**src/rtl/mdu_pkg.sv**
```systemverilog
// Shared definitions for the multiply/divide unit: function codes, FSM states, defaults.
// The function codes match the control decoder's R-type encoding.
package mdu_pkg;

    localparam int MDU_WIDTH = 32;

    localparam logic [5:0] FN_MFHI  = 6'b010000;
    localparam logic [5:0] FN_MTHI  = 6'b010001;
    localparam logic [5:0] FN_MFLO  = 6'b010010;
    localparam logic [5:0] FN_MTLO  = 6'b010011;
    localparam logic [5:0] FN_MULT  = 6'b011000;
    localparam logic [5:0] FN_MULTU = 6'b011001;
    localparam logic [5:0] FN_DIV   = 6'b011010;
    localparam logic [5:0] FN_DIVU  = 6'b011011;

    typedef enum logic [1:0] {
        ST_IDLE = 2'd0,
        ST_CALC = 2'd1,
        ST_FIX  = 2'd2
    } state_t;

    typedef enum logic {
        MODE_MUL = 1'b0,
        MODE_DIV = 1'b1
    } mode_t;

endpackage

```
**src/rtl/mdu_iter_core.sv**
```systemverilog
// One-bit-per-cycle datapath: shift-add multiply or restoring divide on magnitudes.
// After WIDTH steps: multiply -> {acc, sreg} = product; divide -> acc = remainder, sreg = quotient.
module mdu_iter_core
    import mdu_pkg::*;
#(
    parameter int WIDTH = MDU_WIDTH
) (
    input  logic             clk,
    input  logic             rst,
    input  logic             load,
    input  logic             step,
    input  mode_t            mode,
    input  logic [WIDTH-1:0] a,
    input  logic [WIDTH-1:0] b,
    output logic [WIDTH-1:0] acc,
    output logic [WIDTH-1:0] sreg
);

    logic [WIDTH-1:0] opb;
    mode_t            mode_q;
    logic [WIDTH:0]   sum;
    logic [WIDTH:0]   shifted;
    logic [WIDTH:0]   diff;
    logic [WIDTH-1:0] acc_next;
    logic [WIDTH-1:0] sreg_next;

    // Per-iteration step for the latched mode.
    always_comb begin
        acc_next  = acc;
        sreg_next = sreg;
        sum       = {1'b0, acc} + (sreg[0] ? {1'b0, opb} : {(WIDTH+1){1'b0}});
        shifted   = {acc, sreg[WIDTH-1]};
        diff      = shifted - {1'b0, opb};
        if (mode_q == MODE_MUL) begin
            // Multiplier bits leave sreg from the bottom while product bits enter from the top.
            acc_next  = sum[WIDTH:1];
            sreg_next = {sum[0], sreg[WIDTH-1:1]};
        end else if (!diff[WIDTH]) begin
            acc_next  = diff[WIDTH-1:0];
            sreg_next = {sreg[WIDTH-2:0], 1'b1};
        end else begin
            acc_next  = shifted[WIDTH-1:0];
            sreg_next = {sreg[WIDTH-2:0], 1'b0};
        end
    end

    // Datapath registers: load operands on accept, step once per CALC cycle.
    always_ff @(posedge clk or posedge rst) begin
        if (rst) begin
            acc    <= {WIDTH{1'b0}};
            sreg   <= {WIDTH{1'b0}};
            opb    <= {WIDTH{1'b0}};
            mode_q <= MODE_MUL;
        end else if (load) begin
            acc    <= {WIDTH{1'b0}};
            sreg   <= a;
            opb    <= b;
            mode_q <= mode;
        end else if (step) begin
            acc    <= acc_next;
            sreg   <= sreg_next;
        end else begin
            acc    <= acc;
            sreg   <= sreg;
        end
    end

endmodule

```
**src/rtl/mult_div_unit.sv**
```systemverilog
// Iterative multiply/divide unit owning HI/LO; start/busy/done handshake, 33-cycle latency.
// Operands are reduced to magnitudes on accept; signs are reapplied in the FIX cycle.
module mult_div_unit
    import mdu_pkg::*;
#(
    parameter int WIDTH = MDU_WIDTH,
    parameter int CNT_W = 5
) (
    input  logic             clk,
    input  logic             rst,
    input  logic             start,
    input  logic [5:0]       op,
    input  logic [WIDTH-1:0] rs,
    input  logic [WIDTH-1:0] rt,
    output logic             busy,
    output logic             done,
    output logic             div_zero,
    output logic             stall,
    output logic [WIDTH-1:0] hi,
    output logic [WIDTH-1:0] lo
);

    state_t             state;
    state_t             state_next;
    logic [CNT_W-1:0]   cnt;
    logic               neg_main;
    logic               neg_rem;
    mode_t              mode;

    logic               is_mul;
    logic               is_div;
    logic               is_signed;
    logic               accept;
    logic               go_calc;
    logic [WIDTH-1:0]   mag_a;
    logic [WIDTH-1:0]   mag_b;
    logic [WIDTH-1:0]   acc;
    logic [WIDTH-1:0]   sreg;
    logic [2*WIDTH-1:0] prod;
    logic [2*WIDTH-1:0] prod_fix;
    logic [WIDTH-1:0]   quot_fix;
    logic [WIDTH-1:0]   rem_fix;

    assign is_mul    = (op == FN_MULT) || (op == FN_MULTU);
    assign is_div    = (op == FN_DIV) || (op == FN_DIVU);
    assign is_signed = (op == FN_MULT) || (op == FN_DIV);
    assign accept    = start && (state == ST_IDLE);
    assign go_calc   = accept && (is_mul || (is_div && (rt != {WIDTH{1'b0}})));
    assign mag_a     = (is_signed && rs[WIDTH-1]) ? -rs : rs;
    assign mag_b     = (is_signed && rt[WIDTH-1]) ? -rt : rt;
    assign stall     = busy && ((op == FN_MFHI) || (op == FN_MFLO));

    // Sign correction; -2**31 / -1 falls out as lo=0x80000000, hi=0 with no negation.
    assign prod      = {acc, sreg};
    assign prod_fix  = neg_main ? -prod : prod;
    assign quot_fix  = neg_main ? -sreg : sreg;
    assign rem_fix   = neg_rem ? -acc : acc;

    mdu_iter_core #(.WIDTH(WIDTH)) u_core (
        .clk  (clk),
        .rst  (rst),
        .load (go_calc),
        .step (state == ST_CALC),
        .mode (is_div ? MODE_DIV : MODE_MUL),
        .a    (mag_a),
        .b    (mag_b),
        .acc  (acc),
        .sreg (sreg)
    );

    // FSM state register.
    always_ff @(posedge clk or posedge rst) begin
        if (rst) begin
            state <= ST_IDLE;
        end else begin
            state <= state_next;
        end
    end

    // Next-state logic.
    always_comb begin
        state_next = state;
        case (state)
            ST_IDLE: begin
                if (go_calc) begin
                    state_next = ST_CALC;
                end else begin
                    state_next = ST_IDLE;
                end
            end
            ST_CALC: begin
                if (cnt == {CNT_W{1'b0}}) begin
                    state_next = ST_FIX;
                end else begin
                    state_next = ST_CALC;
                end
            end
            ST_FIX:  state_next = ST_IDLE;
            default: state_next = ST_IDLE;
        endcase
    end

    // Handshake flags, iteration counter, sign flags and the architectural HI/LO.
    always_ff @(posedge clk or posedge rst) begin
        if (rst) begin
            busy     <= 1'b0;
            done     <= 1'b0;
            div_zero <= 1'b0;
            cnt      <= {CNT_W{1'b0}};
            neg_main <= 1'b0;
            neg_rem  <= 1'b0;
            mode     <= MODE_MUL;
            hi       <= {WIDTH{1'b0}};
            lo       <= {WIDTH{1'b0}};
        end else begin
            done <= 1'b0;
            case (state)
                ST_IDLE: begin
                    if (go_calc) begin
                        busy     <= 1'b1;
                        div_zero <= 1'b0;
                        cnt      <= CNT_W'(WIDTH - 1);
                        neg_main <= is_signed && (rs[WIDTH-1] ^ rt[WIDTH-1]);
                        neg_rem  <= is_signed && is_div && rs[WIDTH-1];
                        mode     <= is_div ? MODE_DIV : MODE_MUL;
                    end else if (accept && is_div) begin
                        hi       <= rs;
                        lo       <= {WIDTH{1'b1}};
                        div_zero <= 1'b1;
                        done     <= 1'b1;
                    end else if (accept && (op == FN_MTHI)) begin
                        hi <= rs;
                    end else if (accept && (op == FN_MTLO)) begin
                        lo <= rs;
                    end else begin
                        busy <= 1'b0;
                    end
                end
                ST_CALC: begin
                    cnt <= cnt - CNT_W'(1);
                end
                ST_FIX: begin
                    busy <= 1'b0;
                    done <= 1'b1;
                    if (mode == MODE_MUL) begin
                        hi <= prod_fix[2*WIDTH-1:WIDTH];
                        lo <= prod_fix[WIDTH-1:0];
                    end else begin
                        hi <= rem_fix;
                        lo <= quot_fix;
                    end
                end
                default: begin
                    busy <= 1'b0;
                end
            endcase
        end
    end

endmodule

```
**config.mk**
```make
export PLATFORM = sky130hd
export DESIGN_NAME = mult_div_unit
export DESIGN_NICKNAME = d
export VERILOG_FILES = /design/src/rtl/mdu_pkg.sv /design/src/rtl/mdu_iter_core.sv /design/src/rtl/mult_div_unit.sv
export SDC_FILE = /design/constraint.sdc
export NUM_CORES = 1
export LEC_CHECK = 0
export CORE_UTILIZATION = 55
export DETAILED_ROUTE_END_ITERATION = 8
export PLACE_DENSITY_LB_ADDON = 0.15
export SKIP_CTS_REPAIR_TIMING = 1
export SYNTH_ARGS = -nofsm -noshare
export SYNTH_HDL_FRONTEND = slang
export SYNTH_SLANG_ARGS = --single-unit
export TNS_END_PERCENT = 10
```
**constraint.sdc**
```tcl
create_clock -name clk -period 13.7 [get_ports clk]
set_input_delay 2.74 -clock clk [delete_from_list [all_inputs] [get_ports clk]]
set_output_delay 2.74 -clock clk [all_outputs]
set_load 0.03 [all_outputs]
```
Word-level counts from Yosys, hierarchy flattened
Index checks and enable logic that the tools add are counted.
{ "totals": {"reg_bits": 174, "output_inout_bits": 68, "word_cells": 113} }
{ "op_classes": {"n_addsub": 8, "n_eq_ne": 18, "muxes": 41, "bitwise_logic": 2, "reduce_logical": 30} }
{ "op_table": {"columns": ["operator", "count"], "rows": [
  ["32-bit 2-to-1 mux", 21],
  ["32-bit negator", 4],
  ["32-bit case mux with 2 select lines", 2],
  ["64-bit 2-to-1 mux", 1],
  ["64-bit negator", 1],
  ["6-bit by 5-bit == test with 1-bit output (second input constant)", 8],
  ["32-bit by 33-bit adder with 33-bit output", 1],
  ["33-bit by 32-bit subtractor with 33-bit output", 1],
  ["32-bit nonzero test", 1],
  ["1-bit logical AND", 12],
  ["3-bit != test (second input constant)", 4],
  ["1-bit 2-to-1 mux", 11],
  ["5-bit case mux with 2 select lines", 1],
  ["4-bit AND reduction", 2],
  ["2-bit nonzero test", 4],
  ["3-bit by 1-bit != test with 1-bit output (second input constant)", 2],
  ["2-bit AND reduction", 3],
  ["5-bit logical NOT", 1],
  ["1-bit logical OR", 5],
  ["5-bit 2-to-1 mux", 1],
  ["5-bit by 1-bit subtractor with 5-bit output (second input constant)", 1],
  ["2-bit != test (second input constant)", 2],
  ["1-bit case mux with 2 select lines", 2],
  ["2-bit case mux with 2 select lines", 1],
  ["7 further kinds", 7]
]} }

Depth between registers and ports, before layout
Gate-level depths: netlist of run 1.
{ "depth": {"ltp_word": 8, "ltp_mapped": 15, "depth_no_buf": 13} }

By module
Synthesis of run 1 repeated with hierarchy kept, for this count alone.
{ "hier_totals": {"hier_cells": 1881, "area_unflattened_um2": 14893.0} }
{ "by_module_without_submodules": {"columns": ["module", "n_inst", "cells_each", "area_per_inst_um2", "seq_area_each_um2"], "rows": [
  ["mdu_iter_core", 1, 991, 8156.6, 2427.3],
  ["mult_div_unit", 1, 890, 6736.5, 1926.8]
]} }

Worst setup path before layout of run 1
OpenSTA, ideal clock, no wires.
{ "synth_path": {"path_kind": "in2out", "from": "in op[5]", "to": "out stall", "arrival_ns": 3.462, "path_slack_ns": 7.498, "path_stages": 3, "cell_sequence": "nand2b_1 > nor3_1 > and3b_1"} }
{ "synth_between": {"elab_chain_len": 3} }
{ "synth_lines": {"columns": ["item", "line", "text"], "rows": [
  ["from (decl)", "mult_div_unit.sv:12", "input logic [5:0] op,"],
  ["6-bit by 5-bit == test with 1-bit output", "mult_div_unit.sv:51", "assign stall = busy && ((op == FN_MFHI) || (op == FN_MFLO));"],
  ["1-bit logical OR (*)", "mult_div_unit.sv:51", null],
  ["1-bit logical AND (*)", "mult_div_unit.sv:51", null],
  ["to (decl)", "mult_div_unit.sv:18", "output logic stall,"]
]} }
Every way passes the cells marked *; elsewhere a longest branch is shown, timed or not.

Final worst setup path of run 1
Same ends and word-level chain as after synthesis.

==> metrics.cfg, run 1 <==
[status]
status=finished, final reports clean

[grt]
grt_max_degree=94
track_usage=0.372
grt-ovfl-total=0
antenna_found_initial=0
grt_pass1_wl_mm=77.4
grt_pass1_vias=13700

[sta]
skew_ps=16.2
worst_slew_pin_slew_ps=1160
setup_violations=0
final_max_slew_viol_count=0
tns_ps=0
fin_crit_ps=7680
finalHoldViolations=0
slew_headroom=0.227
rsz0062_at_grt=false
post-route-period-util=0.560
max_freq_mhz=130
postLayoutSetupSlackWorst_ps=6020

[drt]
num_vias=14600
vias_per_cell=6.43
wirelength_mm=50.0
routedWlPerCell_um=21.9
firstDrtPassIters=7
drcViolationCount=0
ant_nets=0
drt-initial-drc-count=1248

[floorplanning]
core_area_um2=26100
boundaryPins=141
start_util=0.561
die_w_um=165
die_area_um2=27300
fp.dieH_um=165
rows=59

[synthesis]
synth_area_leaders=dfrtp_1, o21ai_0, ha_1, nand2_1, xnor2_1
synthCells=1870
synth-seq-area-share=0.298
synth_seq_cells=174
syn_nets=2014
async_flop_share=1.00
synth_edf_count=0
yosysMostFrequentCell=nand2_1
synthFlopType=dfrtp_1
synth_common_cells=nand2_1, o21ai_0, dfrtp_1, nor2_1, a21oi_1
synth_top_area_cell=dfrtp_1
yosys_warnings=0
postSynthAreaPerCell_um2=7.82
synthesis.area_um2=14600
yosysTopAreaCellShare=0.298
synth_cell_types=80

[final_layout]
design_area_um2=16700
utilization=0.643
drive_gt1_frac=0.0514
stdcell_count=2279
final_nets=2075
area_growth_pct=14.4
antenna_cells=0

[place]
portBuffers=140
post-dp-hpwl_mm=37.3
dp_worst_setup_slack_ps=6060
dp.cells=2247
placed_area_um2=16200
place.gp.congestion=0.946

[worst_hold_path]
hp-start=hi[14]
hp-class=flop to flop

[cts]
cts_root_buf=clkbuf_16
numCtsBuffers=17
cts_sinks=174
cts_max_level=4
clk_pin_slew_worst_paths_ps=80
cts_tree=done
clock_latency_ps=450
cts_buffer_depth=2

[setup_path]
critPathKind=input port to output pin
critPathLaunch=op[5]
worstSetupStartpointType=input port
worstPathMaxFanout=4
crit_path_end_kind=output pin
reg2reg_from=u_core.sreg[0]
cp.arrival_ps=4940
crit_required_ps=10960

[pwr]
peakVddDrop_v=0.000144
power.density_nw_per_um2=227
power.leakage_nw=6.86

[job]
drv_cap=0

[cell usage in the layout (no fill, tap or decap), drive strengths merged, types with 15 or more instances in the layout]
| master | netlist | final |
|---|---|---|
| nand2 | 229 | 229 |
| o21ai | 187 | 187 |
| dfrtp | 174 | 174 |
| nor2 | 165 | 165 |
| a21oi | 143 | 143 |
| clkdlybuf4s50 | 0 | 140 |
| xnor2 | 88 | 88 |
| xor2 | 76 | 76 |
| inv | 69 | 75 |
| ha | 69 | 69 |
| nor3 | 47 | 47 |
| mux2i | 39 | 39 |
| nand3 | 36 | 36 |
| o31ai | 32 | 32 |
| o211ai | 31 | 31 |
| a211oi | 30 | 30 |
| a31oi | 25 | 25 |
| a21o | 23 | 23 |
| o22ai | 21 | 21 |
| or3 | 20 | 20 |
| buf | 15 | 18 |
| clkbuf | 101 | 18 |
| nand4 | 17 | 17 |
| nor2b | 17 | 17 |
| nor4 | 16 | 16 |
| and3 | 16 | 16 |
| a22oi | 15 | 15 |
[power breakdown]
part           switching, W  internal [W]
Combinational       0.00137      0.000924
Sequential         0.000293      0.000713
Clock              0.000255      0.000243
[cell families (layout without fill, tap and decap cells)]
logic type | Yosys count | in the layout | share of synthesized area
xor gates and xnor gates | 164 | 164 | 0.0982
AOI/OAI and AO/OA | 603 | 603 | 0.260
and+or+nand+nor | 620 | 620 | 0.196
muxes | 52 | 52 | 0.0367
buffers and inverters | 186 | 260 | 0.0496
adders and majority gates | 71 | 71 | 0.0617
DFF | 174 | 174 | 0.298
[worst paths after layout]
check	to	slack [ps]	cells past startpoint
worst max-delay path	stall	6020	5
worst min-delay path	hi[14]	480	2
worst max register to register	u_core.acc[30]	8920	12
worst min register to register	hi[14]	480	2
max in group asynchronous	u_core.sreg[14]	9180	4
min in group asynchronous	hi[30]	2790	2
[layout make-up]
type                            count  area, µm²
Multi-Input combinational cell   1510       9590
Fill cell                        2354       9320
Sequential cell                   174       4360
Timing Repair Buffer              158       1540
Clock buffer                       18        429
Tap cell                          335        419
Inverter                           70        268
Clock inverter                     14        149
[flip-flops by register name, summed over array words and instances (netlist names), 2 cells and up]
signal and flops:
state 2, hi 32, lo 32, cnt 5, u_core.opb 32, u_core.acc 32, u_core.sreg 32
[worst max-delay path: stages]
cell and delay (ps):
clkdlybuf4s50_1 390, nand2b_1 180, nor3_1 700, and3b_1 260
clkdlybuf4s50_1 670
[routing by layer]
| metal | up-vias | wire, µm | part of all wire | GRT usage |
|---|---|---|---|---|
| met3 | 131 | 3950 | 0.079 | 0.0514 |
| met5 | - | 0 | 0 | 0 |
| met2 | 714 | 23200 | 0.46 | 0.609 |
| met1 | 6897 | 20700 | 0.41 | 0.487 |
| li1 | 6901 | - | - | - |
| met4 | 0 | 2170 | 0.043 | 0.169 |
[through the flow]
| stage | hold WS [ps] | total power, W |
|---|---|---|
| finish | 482 | 0.00380 |
| global route | 498 | 0.00405 |
| CTS | 487 | 0.00375 |
| detailed placement | 470 | 0.00325 |
| global placement | 461 | 0.00321 |
| floorplan | 448 | 0.00255 |
Power figures use the tool's default switching activity.
==> run 2, diff against run 1 <==
Clock period 13.7 ns to 7.7 ns, I/O delays scaled along.
==> metrics.cfg, run 2 (synthesis gave the netlist of run 1 again) <==
[grt]
grt-ovfl-total=0
grt_max_degree=94
antenna_found_initial=0
grt_pass1_vias=13500
track_usage=0.364
grt_pass1_wl_mm=75.9

[setup_path]
slowest_delay_ps=680
reg2reg_from=u_core.sreg[0]
worst-path-stages=5
crit_buf_inv=2
critPathLaunch=op[5]
critPathKind=input port to output pin
worstPathMaxFanout=4
critPathCapture=stall
crit_path_end_kind=output pin
rrSetupSlack_ps=2730
cpLargestDelayFamily=buffers and inverters
timing.critical_path.mode_cell=clkdlybuf4s50_1
cp.arrival_ps=3580
worstSetupStartpointType=input port
r2r_cells=12
slowest_stage=clkdlybuf4s50_1
crit_required_ps=6160
path_cells=clkdlybuf4s50_1, nand2b_1, nor3_1, and3b_1, clkdlybuf4s50_1
r2r-end=u_core.acc[30]

[floorplanning]
core_area_um2=26100
start_util=0.561
rows=59
die_area_um2=27300
die_w_um=165
boundaryPins=141
fp.dieH_um=165

[drt]
num_vias=14800
routedWlPerCell_um=21.6
drt-initial-drc-count=1551
firstDrtPassIters=5
vias_per_cell=6.51
ant_nets=0
wirelength_mm=49.3
drcViolationCount=0

[final_layout]
final_common_cell=nand2_1
antenna_cells=0
utilization=0.642
design_area_um2=16700
area_growth_pct=14.4
final_nets=2073
nFillCells=2367
drive_gt1_frac=0.0505
final_cell_mix=nand2_1, o21ai_0, dfrtp_1, nor2_1

[worst_hold_path]
hp-class=flop to flop

[sta]
fin_crit_ps=5120
rsz0062_at_grt=false
finalHoldViolations=0
skew_ps=16.4
setup_violations=0
slew_headroom=0.166
worst_slew_pin_slew_ps=1250
tns_ps=0
post-route-period-util=0.665
final_max_slew_viol_count=0
max_freq_mhz=195

[place]
place.gp.congestion=0.968
portBuffers=140
placed_area_um2=16200
post-dp-hpwl_mm=36.9

[pwr]
seq_power_share=0.263
power.density_nw_per_um2=404
p_int_w=0.00339
p_comb_frac=0.604
power.leakage_nw=6.85
clock_power_share=0.134
p_sw_frac=0.499
p_sw_w=0.00337
peakVddDrop_v=0.000279

[cts]
clock_latency_ps=440
cts_tree=done
cts_buffer_depth=2
cts_max_level=4
clk_pin_slew_worst_paths_ps=80
numCtsBuffers=17
cts_root_buf=clkbuf_16
cts_sinks=174

[status]
status=finished, final reports clean

[job]
drv_cap=0

## run 2: worst min-delay path by stage
stage / startpoint / endpoint / slack, ps / cells after the start
finish: lo[9] / lo[9] / 480 / 2
detailed placement: hi[11] / hi[11] / 470 / 2
global route: hi[14] / hi[14] / 510 / 2
global placement: cnt[4] / state[1] / 460 / 1
floorplan: cnt[4] / state[1] / 450 / 1
CTS: lo[30] / lo[30] / 490 / 2
## run 2: layout make-up
| class | count | area, µm² | share of cell area |
|---|---|---|---|
| Clock buffer | 19 | 443 | 0.0265 |
| Inverter | 70 | 268 | 0.0160 |
| Sequential cell | 174 | 4360 | 0.260 |
| Tap cell | 335 | 419 | 0.0250 |
| Timing Repair Buffer | 156 | 1520 | 0.0909 |
| Clock inverter | 13 | 148 | 0.00882 |
| Multi-Input combinational cell | 1510 | 9590 | 0.573 |
## run 2: worst register-to-register path: cells and delay by family, from the launching register on
| family | cells | cell delay (ps) |
|---|---|---|
| buf+inv | 1 | 840 |
| fa+ha+maj | 1 | 280 |
| simple gates | 4 | 780 |
| flops | 1 | 480 |
| compound gates | 6 | 2480 |
## run 2: power by group through the flow
stage	logic, W	clock network, W	registers [W]
3_5_place_dp	0.00399	0	0.00177
5_1_grt	0.00445	0.000935	0.00182
2_1_floorplan	0.00268	0	0.00185
3_3_place_gp	0.00394	0	0.00176
4_1_cts	0.00401	0.000903	0.00175
6_report	0.00408	0.000902	0.00177
## run 2: per-stage QoR
stage	total power (W)	setup WS [ps]	hold slack [ps]	instances
global route	0.00721	2440	507	2277
finish	0.00676	2580	480	2277
detailed placement	0.00576	2290	469	2245
global placement	0.00570	2460	460	2245
CTS	0.00667	2600	487	2277
floorplan	0.00453	1440	448	1870
## run 2: routing by layer
layer	track usage	share of wire	up-vias
li1	-	-	6895
met1	0.489	0.42	7030
met2	0.572	0.45	748
met3	0.0455	0.081	142
met4	0.192	0.049	0
met5	0	0	-
